### src/rtl/mem_access_ctrl.sv
// MEM-stage load/store initiator: one request at a time, alignment/range checks,
// sub-word stores as word read-modify-write, sign/zero-extended loads.
module mem_access_ctrl #(
  parameter int MEM_BYTES = 256,
  parameter int ADDR_W    = 32
) (
  input  logic              clk,
  input  logic              rst,
  input  logic              req_valid,
  output logic              req_ready,
  input  logic              req_we,
  input  logic [1:0]        req_size,
  input  logic              req_unsigned,
  input  logic [ADDR_W-1:0] req_addr,
  input  logic [31:0]       req_wdata,
  output logic              resp_valid,
  output logic [31:0]       resp_rdata,
  output logic              resp_err,
  output logic [ADDR_W-1:0] RA,
  output logic [ADDR_W-1:0] WA,
  output logic [31:0]       Di,
  output logic              MemWr,
  input  logic [31:0]       Do
);

  localparam logic [ADDR_W:0] MEM_LIMIT = (ADDR_W+1)'(MEM_BYTES);

  typedef enum logic [2:0] {
    IDLE      = 3'd0,
    LD_READ   = 3'd1,
    LD_DATA   = 3'd2,
    RMW_READ  = 3'd3,
    RMW_WRITE = 3'd4,
    ST_WRITE  = 3'd5,
    RESP      = 3'd6
  } state_t;

  state_t            state_r, state_next_s;
  logic [1:0]        size_r;
  logic [1:0]        lane_r;
  logic              uns_r;
  logic [31:0]       wdata_r;
  logic [ADDR_W-1:0] base_r;
  logic [31:0]       rdata_r;
  logic              err_r;
  logic              accept_s;
  logic              req_err_s;
  logic              wr_state_s;

  // Misalignment, reserved size, or last byte beyond the memory end.
  function automatic logic access_error(input logic [1:0] size, input logic [ADDR_W-1:0] addr);
    logic [2:0]      nbytes;
    logic            misaligned;
    logic [ADDR_W:0] end_addr;
    case (size)
      2'b00: begin nbytes = 3'd1; misaligned = 1'b0; end
      2'b01: begin nbytes = 3'd2; misaligned = addr[0]; end
      2'b10: begin nbytes = 3'd4; misaligned = addr[1] | addr[0]; end
      default: begin nbytes = 3'd1; misaligned = 1'b1; end
    endcase
    end_addr = {1'b0, addr} + {{(ADDR_W-2){1'b0}}, nbytes};
    return misaligned || (end_addr > MEM_LIMIT);
  endfunction

  function automatic logic [31:0] load_extract(input logic [1:0] size, input logic [1:0] lane,
                                               input logic uns, input logic [31:0] word);
    logic [7:0]  b;
    logic [15:0] h;
    logic [31:0] r;
    b = word[{lane, 3'b000} +: 8];
    h = word[{lane[1], 4'b0000} +: 16];
    case (size)
      2'b00:   r = uns ? {24'h000000, b} : {{24{b[7]}}, b};
      2'b01:   r = uns ? {16'h0000, h} : {{16{h[15]}}, h};
      default: r = word;
    endcase
    return r;
  endfunction

  function automatic logic [31:0] store_merge(input logic [1:0] size, input logic [1:0] lane,
                                              input logic [31:0] old, input logic [31:0] wd);
    logic [31:0] r;
    r = old;
    case (size)
      2'b00:   r[{lane, 3'b000} +: 8]     = wd[7:0];
      2'b01:   r[{lane[1], 4'b0000} +: 16] = wd[15:0];
      default: r = wd;
    endcase
    return r;
  endfunction

  assign accept_s  = req_valid && (state_r == IDLE);
  assign req_err_s = access_error(req_size, req_addr);

  // State register.
  always_ff @(posedge clk) begin
    if (rst) begin
      state_r <= IDLE;
    end else begin
      state_r <= state_next_s;
    end
  end

  // Next-state sequencing.
  always_comb begin
    state_next_s = state_r;
    case (state_r)
      IDLE: begin
        if (req_valid) begin
          if (req_err_s) begin
            state_next_s = RESP;
          end else if (!req_we) begin
            state_next_s = LD_READ;
          end else if (req_size == 2'b10) begin
            state_next_s = ST_WRITE;
          end else begin
            state_next_s = RMW_READ;
          end
        end else begin
          state_next_s = IDLE;
        end
      end
      LD_READ:   state_next_s = LD_DATA;
      LD_DATA:   state_next_s = RESP;
      RMW_READ:  state_next_s = RMW_WRITE;
      RMW_WRITE: state_next_s = RESP;
      ST_WRITE:  state_next_s = RESP;
      RESP:      state_next_s = IDLE;
      default:   state_next_s = IDLE;
    endcase
  end

  // Request latch and response data; response fields only change on entry to RESP.
  always_ff @(posedge clk) begin
    if (rst) begin
      size_r  <= 2'b00;
      lane_r  <= 2'b00;
      uns_r   <= 1'b0;
      wdata_r <= 32'h0000_0000;
      base_r  <= {ADDR_W{1'b0}};
      rdata_r <= 32'h0000_0000;
      err_r   <= 1'b0;
    end else begin
      if (accept_s) begin
        size_r  <= req_size;
        lane_r  <= req_addr[1:0];
        uns_r   <= req_unsigned;
        wdata_r <= req_wdata;
        base_r  <= {req_addr[ADDR_W-1:2], 2'b00};
        if (req_err_s) begin
          rdata_r <= 32'h0000_0000;
          err_r   <= 1'b1;
        end
      end
      if (state_r == LD_DATA) begin
        rdata_r <= load_extract(size_r, lane_r, uns_r, Do);
        err_r   <= 1'b0;
      end
      if (wr_state_s) begin
        rdata_r <= 32'h0000_0000;
        err_r   <= 1'b0;
      end
    end
  end

  // Reset kills any write in the same cycle so an interrupted store never lands.
  assign wr_state_s = (state_r == ST_WRITE) || (state_r == RMW_WRITE);
  assign MemWr      = wr_state_s && !rst;

  // Write data: full word, merged word, or zero when not writing.
  always_comb begin
    Di = 32'h0000_0000;
    if (MemWr) begin
      if (state_r == ST_WRITE) begin
        Di = wdata_r;
      end else begin
        Di = store_merge(size_r, lane_r, Do, wdata_r);
      end
    end else begin
      Di = 32'h0000_0000;
    end
  end

  assign req_ready  = (state_r == IDLE) && !rst;
  assign resp_valid = (state_r == RESP);
  assign resp_rdata = rdata_r;
  assign resp_err   = err_r;
  assign RA         = base_r;
  assign WA         = base_r;

endmodule
### config.mk
export PLATFORM = sky130hd
export DESIGN_NAME = mem_access_ctrl
export DESIGN_NICKNAME = d
export VERILOG_FILES = /design/src/rtl/mem_access_ctrl.sv
export SDC_FILE = /design/constraint.sdc
export NUM_CORES = 1
export LEC_CHECK = 0
export ABC_AREA = 1
export CAP_MARGIN = 20
export CORE_ASPECT_RATIO = 2
export CORE_UTILIZATION = 48
export CTS_CLUSTER_DIAMETER = 30
export DETAILED_ROUTE_END_ITERATION = 10
export PLACE_DENSITY = 0.82
export REMOVE_ABC_BUFFERS = 1
export SLEW_MARGIN = 0
export SYNTH_ARGS = -nofsm -noshare
export SYNTH_HDL_FRONTEND = slang
export SYNTH_SLANG_ARGS = --single-unit
### constraint.sdc
create_clock -name clk -period 3.4 [get_ports clk]
set_input_delay 0.51 -clock clk [delete_from_list [all_inputs] [get_ports clk]]
set_output_delay 0.51 -clock clk [all_outputs]
set_load 0.005 [all_outputs]
# ---- After elaboration in Yosys (flattened, before gate mapping)
# Index checks and enable logic that the tools add are counted.
dict set report totals {
  regBits 103
  in_bits 103
  word_cells 62
}
dict set report classes {
  addsub 3
  n_lt_le_gt_ge 1
  eq_ne 9
  n_shift 6
  mux 18
  bitwise 1
  n_reduce_logical 16
}
# cell count
set op_table {}
lappend op_table {{two-way mux 32 bit} 7}
lappend op_table {{one-hot mux 32 bit (2 select lines)} 2}
lappend op_table {{bitwise mux 32 bit} 2}
lappend op_table {{adder 32 x 3 -> 33 bit} 1}
lappend op_table {{> comparator 33 x 9 -> 1 bit (second input constant)} 1}
lappend op_table {{variable shift 16 x 7 -> 32 bit (first input constant)} 1}
lappend op_table {{variable shift 8 x 7 -> 32 bit (first input constant)} 1}
lappend op_table {{variable part select 16 x 7 -> 32 bit} 1}
lappend op_table {{variable part select 32 x 6 -> 16 bit} 1}
lappend op_table {{variable part select 32 x 6 -> 8 bit} 1}
lappend op_table {{variable part select 8 x 7 -> 32 bit} 1}
lappend op_table {{negation 5 -> 7 bit} 2}
lappend op_table {{two-way mux 3 bit} 4}
lappend op_table {{one-hot mux 3 bit (4 select lines)} 1}
lappend op_table {{equality test 3 bit (second input constant)} 3}
lappend op_table {{equality test 3 x 2 -> 1 bit (second input constant)} 2}
lappend op_table {{one-hot mux 3 bit (2 select lines)} 1}
lappend op_table {{OR reduction 3 bit} 2}
lappend op_table {{equality test 2 x 1 -> 1 bit (second input constant)} 2}
lappend op_table {{logical NOT 2 bit} 2}
lappend op_table {{AND reduction 2 bit} 2}
lappend op_table {{nonzero test 2 bit} 2}
lappend op_table {{equality test 3 x 1 -> 1 bit (second input constant)} 1}
lappend op_table {{logical AND 1 bit} 3}
lappend op_table {{other kinds (7)} 8}

# ---- Depth between registers and ports, before layout
# Gate-level depths: netlist (run 1).
dict set report depth {
  word_depth 8
  ltp_mapped 22
  ltp_nobuf 21
}

# ---- Worst setup path after synthesis (run 1)
# OpenSTA, ideal clock, no wires.
dict set report synth_timing {
  kind {input port to flip-flop}
  start {input req_size[0]}
  end {register rdata_r[11] (netlist: resp_rdata[11])}
  arrival_ns 2.821
  setup_slack_ns 0.508
  cell_stages 19
  n_path_buf 1
  cell_sequence {inv_1 > ha_1 > ha_1 > fa_1 > or2_2 > nor2_1 > nand2_1 > nor2_1 > nand2_1 > nor2_1 > nand2_1 > nor2_1 > nand2_1 > nand2_2 > nand3_4 > nand2_8 > buf_12 > nand3_2 > a21oi_2}
}
dict set report synth_via {
  elab_chain_cells 7
  word_cells_on_any_way 10
}
# item line
set synth_rtl {}
lappend synth_rtl {{start, declared} 12} ;# input logic [1:0] req_size,
lappend synth_rtl {{equality test 2 bit or equality test 2 x 1 -> 1 bit (tied branches)} 55} ;# case (size)
lappend synth_rtl {{one-hot mux 3 bit (2 select lines)} 55}
lappend synth_rtl {{adder 32 x 3 -> 33 bit} 61} ;# end_addr = {1'b0, addr} + {{(ADDR_W-2){1'b0}}, nbytes};
lappend synth_rtl {{> comparator 33 x 9 -> 1 bit} 62} ;# return misaligned || (end_addr > MEM_LIMIT);
lappend synth_rtl {{logical OR 1 bit (*)} 62}
lappend synth_rtl {{nonzero test 2 bit (no line) (*)} n/a}
lappend synth_rtl {{AND reduction 2 bit (no line) (*)} n/a}
lappend synth_rtl {{end signal, assigned} 156} ;# rdata_r <= load_extract(size_r, lane_r, uns_r, Do);
lappend synth_rtl {{end, declared} 44} ;# logic [31:0] rdata_r;
# Mark *: on every way between the ends. The rest lies on a longest branch, timed or not.
# A chain may end at the register's enable or synchronous reset.

# ---- Worst setup path after layout (run 1)
dict set report layout_timing {
  start {register lane_r[0]}
  end {output Di[17]}
}
dict set report layout_via {
  elab_chain_cells 6
  word_cells_on_any_way 7
}
# item line
set layout_rtl {}
lappend layout_rtl {{start, declared} 40} ;# logic [1:0] lane_r;
lappend layout_rtl {{start signal, assigned} 146} ;# lane_r <= req_addr[1:0];
lappend layout_rtl {{negation 5 -> 7 bit (*)} 85} ;# 2'b00: r[{lane, 3'b000} +: 8] = wd[7:0];
lappend layout_rtl {{variable part select 8 x 7 -> 32 bit or variable shift 8 x 7 -> 32 bit (tied branches)} 85}
lappend layout_rtl {{bitwise mux 32 bit (*)} 85}
lappend layout_rtl {{one-hot mux 32 bit (2 select lines) (*)} 84} ;# case (size)
lappend layout_rtl {{two-way mux 32 bit (*)} 174} ;# if (state_r == ST_WRITE) begin
lappend layout_rtl {{two-way mux 32 bit (*)} 173} ;# if (MemWr) begin
lappend layout_rtl {{end, declared} 21} ;# output logic [31:0] Di,
# Marks and branches as above.

==> results.cfg, run 1 <==
[run_status]
status = finished, final reports clean

[synthesis]
synth_edf_count = 0
synth_xor_area_share_pct = 0
postSynthAreaPerCell_um2 = 6.573
synth_compound_area_share_pct = 29.98
synth_top_family_by_area = compound AO/OA/AOI/OAI gates
ys.flop_type = dfxtp_1
ys_ff_latch = 103
yosysSeqAreaShare_pct = 27.00
synth.cell_area_um2 = 7637
synth_async_sr_flop_share_pct = 0
synth.distinct_cells = 45
yosysWarnings = 0
synth_fa_ha_area_share_pct = 2.228
muxShareOfSynthArea_pct = 0
yosys.area_share.simple_pct = 28.60
syn_inst = 1162

[sta]
setup_viol = 0
setup_slack_ps = 152.5
max_slew.worst_pin.slew_ps = 908.5
clock.fmax_mhz = 307.9
fin_worst_skew_ps = 11.61
period_share_pct = 95.52
slew_headroom_pct = 39.37
hold_viol_final = 0
hold_ws_ps = 465.5
drv_slew = 0
post-route-min-period_ps = 3248

[power]
vdd_ir_drop_max_mv = 0.2519
power_leakage_nw = 3.863
power.density_nw_per_um2 = 437.3
share_comb_of_total_power_pct = 44.6
power_frac_seq_pct = 32.8
p_switching_mw = 1.794
clkPwrFrac_pct = 22.6
intPower_mw = 2.764
switching_share_pct = 39.36

[routing]
drc = 0
drt_iter0_drc = 684
num_vias = 9016
ant_nets = 0
drtPass1Iterations = 6
wire_per_inst_um = 18.81
wl_mm = 29.18
viasPerCell = 5.813

[worst_setup_path]
rr_worst_depth = 14
critical_path_class = reg -> out
rrSetupSlack_ps = 1170
required_ps = 2890
crit_path_max_fanout = 11
cp.arrival_ps = 2740
crit_path_end_kind = output pin
cp-start-kind = flop

[clock_network]
numCtsBuffers = 9
htreeDepth = 3
path_clk_slew_ps = 80
insertion_delay_ps = 370
cts-root-buf = clkbuf_16
cts_tree = yes
cts_sinks = 103
hold_buffers = 0
clock_path_buffers = 2

[final_layout]
fill_cells = 1389
n_antenna_cell = 0
finalInstanceArea_um2 = 10420
drive_above_1_share_pct = 12.86
nets = 1464
final_common_cell = nand2_1
area_growth_syn_to_layout_pct = 36.47
final_cell_mix = 249 x nand2_1, 230 x clkdlybuf4s50_1, 142 x a21oi_1, 131 x o21ai_0, 103 x dfxtp_1
post-route-util_pct = 67.44

[placement]
dp_slack_ps = -241.8
place_area_um2 = 9998
port_buffers = 230
dpl.hpwl_mm = 22.18
place_congestion = 1.011

[grt]
grt-ovfl-total = 0
grt-busiest-layer = met2
grtUsageTotal_pct = 34.67
grt_util_met2_pct = 65.52
grt_max_degree = 63
antenna_found_initial = 0
gr-usage-met3_pct = 5.190
grt_pass1_vias = 8636
grt_pass1_wl_mm = 44.52
grt_use_met1_pct = 32.76

[floorplan]
fp.dieArea_um2 = 16450
design.core.area_um2 = 15450
initial_utilization_pct = 49.42
rows = 64
ios = 235
die_width_um = 91.20
die_h_um = 180.4

[hold_path]
holdPathStages = 2
hp-class = reg -> reg

[run]
drv_cap = 0
==> power by group through the flow <==
stage / clock network [mW] / registers (mW) / logic, mW
finish: 1.03 / 1.49 / 2.03
global route: 1.09 / 1.51 / 2.19
CTS: 1.04 / 1.49 / 1.94
detailed placement: 0 / 1.52 / 1.92
global placement: 0 / 1.51 / 1.90
floorplan: 0 / 1.53 / 0.934
==> routing by layer <==
| metal | up-vias | routed length (um) | part of all wire [%] |
|---|---|---|---|
| met1 | 4091 | 9580 | 33 |
| met2 | 484 | 15510 | 53 |
| met5 | - | 0 | 0 |
| li1 | 4312 | - | - |
| met3 | 129 | 1794 | 6.1 |
| met4 | 0 | 2287 | 7.8 |
==> state kept, by name, indices dropped and copies added, names as in the netlist <==
register and cells:
RA 30, lane_r 2, resp_err 1, resp_rdata 32, size_r 2, state_r 3, uns_r 1, wdata_r 32
==> area by class of cell <==
| cell class | instances | area [um2] | share of cell area [%] |
|---|---|---|---|
| inverters | 87 | 334.1 | 3.205 |
| well taps | 198 | 247.7 | 2.377 |
| clock inverters | 6 | 43.79 | 0.4202 |
| repair buffers | 278 | 2771 | 26.59 |
| multi-input cells | 868 | 4720 | 45.28 |
| clock buffers | 10 | 239.0 | 2.293 |
| repair inverters | 1 | 5.005 | 0.04802 |
| flip-flops and latches | 103 | 2062 | 19.78 |
==> Yosys cell counts (6+ instances only) <==
cell | instances | area [um2]
o211ai_1 | 32 | 240.2
nand2_1 | 252 | 945.9
o21ai_1 | 8 | 40.04
buf_4 | 35 | 262.8
nor2_4 | 6 | 67.56
o221ai_1 | 12 | 105.1
nor2_1 | 79 | 296.5
a32oi_1 | 10 | 87.58
a21oi_1 | 144 | 720.7
o21ai_0 | 131 | 655.6
a21oi_2 | 29 | 254.0
nor3_1 | 8 | 40.04
inv_1 | 81 | 304.0
nand4_1 | 16 | 100.1
nand3_1 | 38 | 190.2
dfxtp_1 | 103 | 2062
nand2_2 | 7 | 43.79
ha_1 | 12 | 150.1
nand3_2 | 29 | 290.3
nor2_2 | 9 | 56.30
a31oi_1 | 11 | 68.82
clkbuf_1 | 59 | 221.5
==> what timing repair did <==
action                     4_1_cts  5_1_grt
gates cloned                     0        3
setup endpoints to repair        9       56
setup buffers                    0        3
resized for setup                3       16
pin swaps                        0        6
==> critical path: stages (launching register included) <==
cell and delay, ps:
dfxtp_1 350, inv_2 110, ha_4 370, clkinvlp_4 180, nor2_4 220, a31oi_1 110
o22ai_1 120, nand2_1 70, a21oi_1 250, clkdlybuf4s50_1 580
==> cell families after synthesis <==
logic type | after synthesis
adders and majority gates | 13
other | 1
buffers and inverters | 194
AOI/OAI and AO/OA | 393
and+or+nand+nor | 458
DFF | 103
==> through the flow <==
stage          instances  power [mW]  TNS [ps]
2_1_floorplan       1058       2.462    -47120
3_3_place_gp        1528       3.409     -5532
3_5_place_dp        1529       3.439     -7155
4_1_cts             1545       4.470         0
5_1_grt             1551       4.786   -0.4206
6_report            1551       4.558         0
==> worst paths after layout <==
kind	from	end
hold / removal	wdata_r[25]	wdata_r[25]
setup / recovery	lane_r[0]	Di[17]
hold reg to reg	wdata_r[25]	wdata_r[25]
setup reg to reg	lane_r[1]	resp_rdata[17]
Power figures use the tool's default switching activity.
==> run 2, diff against run 1 <==
- REMOVE_ABC_BUFFERS: 1 -> not set
==> results.cfg, run 2 (same netlist as run 1, synthesis figures left out) <==
[floorplan]
die_width_um = 91.20
rows = 64
design.core.area_um2 = 15450
initial_utilization_pct = 49.42
fp.dieArea_um2 = 16450
ios = 235
die_h_um = 180.4

[worst_setup_path]
required_ps = 3630
r2r_end = resp_rdata[28]
cpMaxStageDelayCell = clkdlybuf4s50_1
rr_worst_depth = 12
rrSetupSlack_ps = 890
max_stage_delay_ps = 420
cp.arrival_ps = 3530
rr_startpoint = lane_r[0]
critical_path_class = in -> reg
crit_path_end_kind = flop
path_cells = clkdlybuf4s50_1 -> buf_4 -> ha_1 -> ha_1 -> nand2_1 -> nand2_1 -> nand3_2 -> nor2_2 -> buf_4 -> nand2_1 -> nand2_1 -> nor2_1 -> nand2_1 -> nor2_1 -> nand2_1 -> nand2_2 -> nand3_4 -> buf_12 -> nand2_4 -> nand3_1 -> a21oi_1
cpMostUsedCell = nand2_1
crit_path_max_fanout = 5
cp-start-kind = primary input

[final_layout]
post-route-util_pct = 67.88
final_cells = 1560
area_growth_syn_to_layout_pct = 37.37
final_cell_mix = 251 x nand2_1, 229 x clkdlybuf4s50_1, 144 x a21oi_1, 131 x o21ai_0, 103 x dfxtp_1
drive_above_1_share_pct = 13.08
nets = 1472
final_common_cell = nand2_1

[routing]
drc = 0
wl_mm = 32.55
drtPass1Iterations = 6
viasPerCell = 5.944
ant_nets = 0
wire_per_inst_um = 20.86
drt_iter0_drc = 688
num_vias = 9272

[sta]
period_share_pct = 97.14
setup_slack_ps = 97.08
drv_slew = 0
max_slew.worst_pin.slew_ps = 742.7
clock.fmax_mhz = 302.8
post-route-min-period_ps = 3303
setup_viol = 0
hold_ws_ps = 470.0
fin_worst_skew_ps = 6.785
slew_headroom_pct = 50.49
hold_viol_final = 0

[grt]
grt-ovfl-total = 0
grt_pass1_vias = 9008
grt_use_met1_pct = 35.18
antenna_found_initial = 2
gr-usage-met3_pct = 6.709
grt-busiest-layer = met2
grt_pass1_wl_mm = 48.64
grt_max_degree = 74
grtUsageTotal_pct = 38.52
grt_util_met2_pct = 71.61

[placement]
place_congestion = 1.067
dp_slack_ps = -382.3
dpl.hpwl_mm = 24.49
dp.cells = 1533
port_buffers = 230

[clock_network]
numCtsBuffers = 9
hold_buffers = 0
htreeDepth = 3
cts-root-buf = clkbuf_16
path_clk_slew_ps = 80
cts_tree = yes
cts_sinks = 103
insertion_delay_ps = 360
clock_path_buffers = 2

[power]
power.density_nw_per_um2 = 437.6
vdd_ir_drop_max_mv = 0.2558
power_leakage_nw = 3.902

[hold_path]
holdPathStages = 2
hp-class = reg -> reg
hp-start = wdata_r[21]
whs_endpoint = wdata_r[21]

[run]
drv_cap = 0

[run_status]
status = finished, final reports clean
run 2: critical path, delay by kind of cell:
kind | cells | cell delay, ps
AND/OR/NAND/NOR | 14 | 1480
buffers and inverters | 4 | 900
adder cells (fa/ha/maj) | 2 | 540
AO/OA/AOI/OAI | 1 | 60
run 2: through the flow:
| step | power (mW) | cell area, um2 | setup TNS [ps] |
|---|---|---|---|
| after detailed placement | 3.433 | 9991 | -11010 |
| after floorplan | 2.629 | 7649 | 0 |
| after global routing | 4.806 | 10490 | -84.99 |
| final | 4.591 | 10490 | 0 |
| after global placement | 3.409 | 9963 | -9553 |
| after CTS | 4.499 | 10290 | -4.736 |
run 2: cell type report:
type / instances / area [um2]
clock buffers: 10 / 229.0
diodes: 1 / 2.502
flip-flops and latches: 103 / 2062
fillers: 1398 / 4964
clock inverters: 6 / 62.56
multi-input cells: 872 / 4790
well taps: 198 / 247.7
repair buffers: 283 / 2768
inverters: 87 / 330.3
run 2: worst max-delay path by stage:
stage / startpoint / to / slack [ps] / cells after the start
3_5_place_dp: req_size[1] / resp_rdata[2] / -380 / 19
6_report: req_size[0] / resp_rdata[31] / 100 / 21
2_1_floorplan: req_size[0] / resp_rdata[11] / 510 / 19
3_3_place_gp: req_size[1] / resp_rdata[2] / -300 / 18
4_1_cts: req_size[0] / resp_rdata[2] / -5 / 20
5_1_grt: req_size[0] / resp_err / -10 / 22
run 2: where the power goes:
part / leakage [nW] / switching [mW] / internal, mW
clock network: 0.143 / 0.549 / 0.520
logic: 2.91 / 1.18 / 0.844
registers: 0.844 / 0.134 / 1.36
total: 3.90 / 1.87 / 2.73
run 2: timing repair:
action,CTS,global route
endpoints found under the hold margin,0,0
pin swaps,0,8
gates resized for setup,3,15
setup endpoints to repair,2,52
setup buffers,0,5
gates cloned,0,4
run 2: routing by layer:
| metal | part of all wire (%) | vias to the layer above |
|---|---|---|
| met5 | 0 | - |
| met4 | 11 | 0 |
| met3 | 6.8 | 199 |
| met2 | 52 | 548 |
| met1 | 31 | 4202 |
| li1 | - | 4323 |
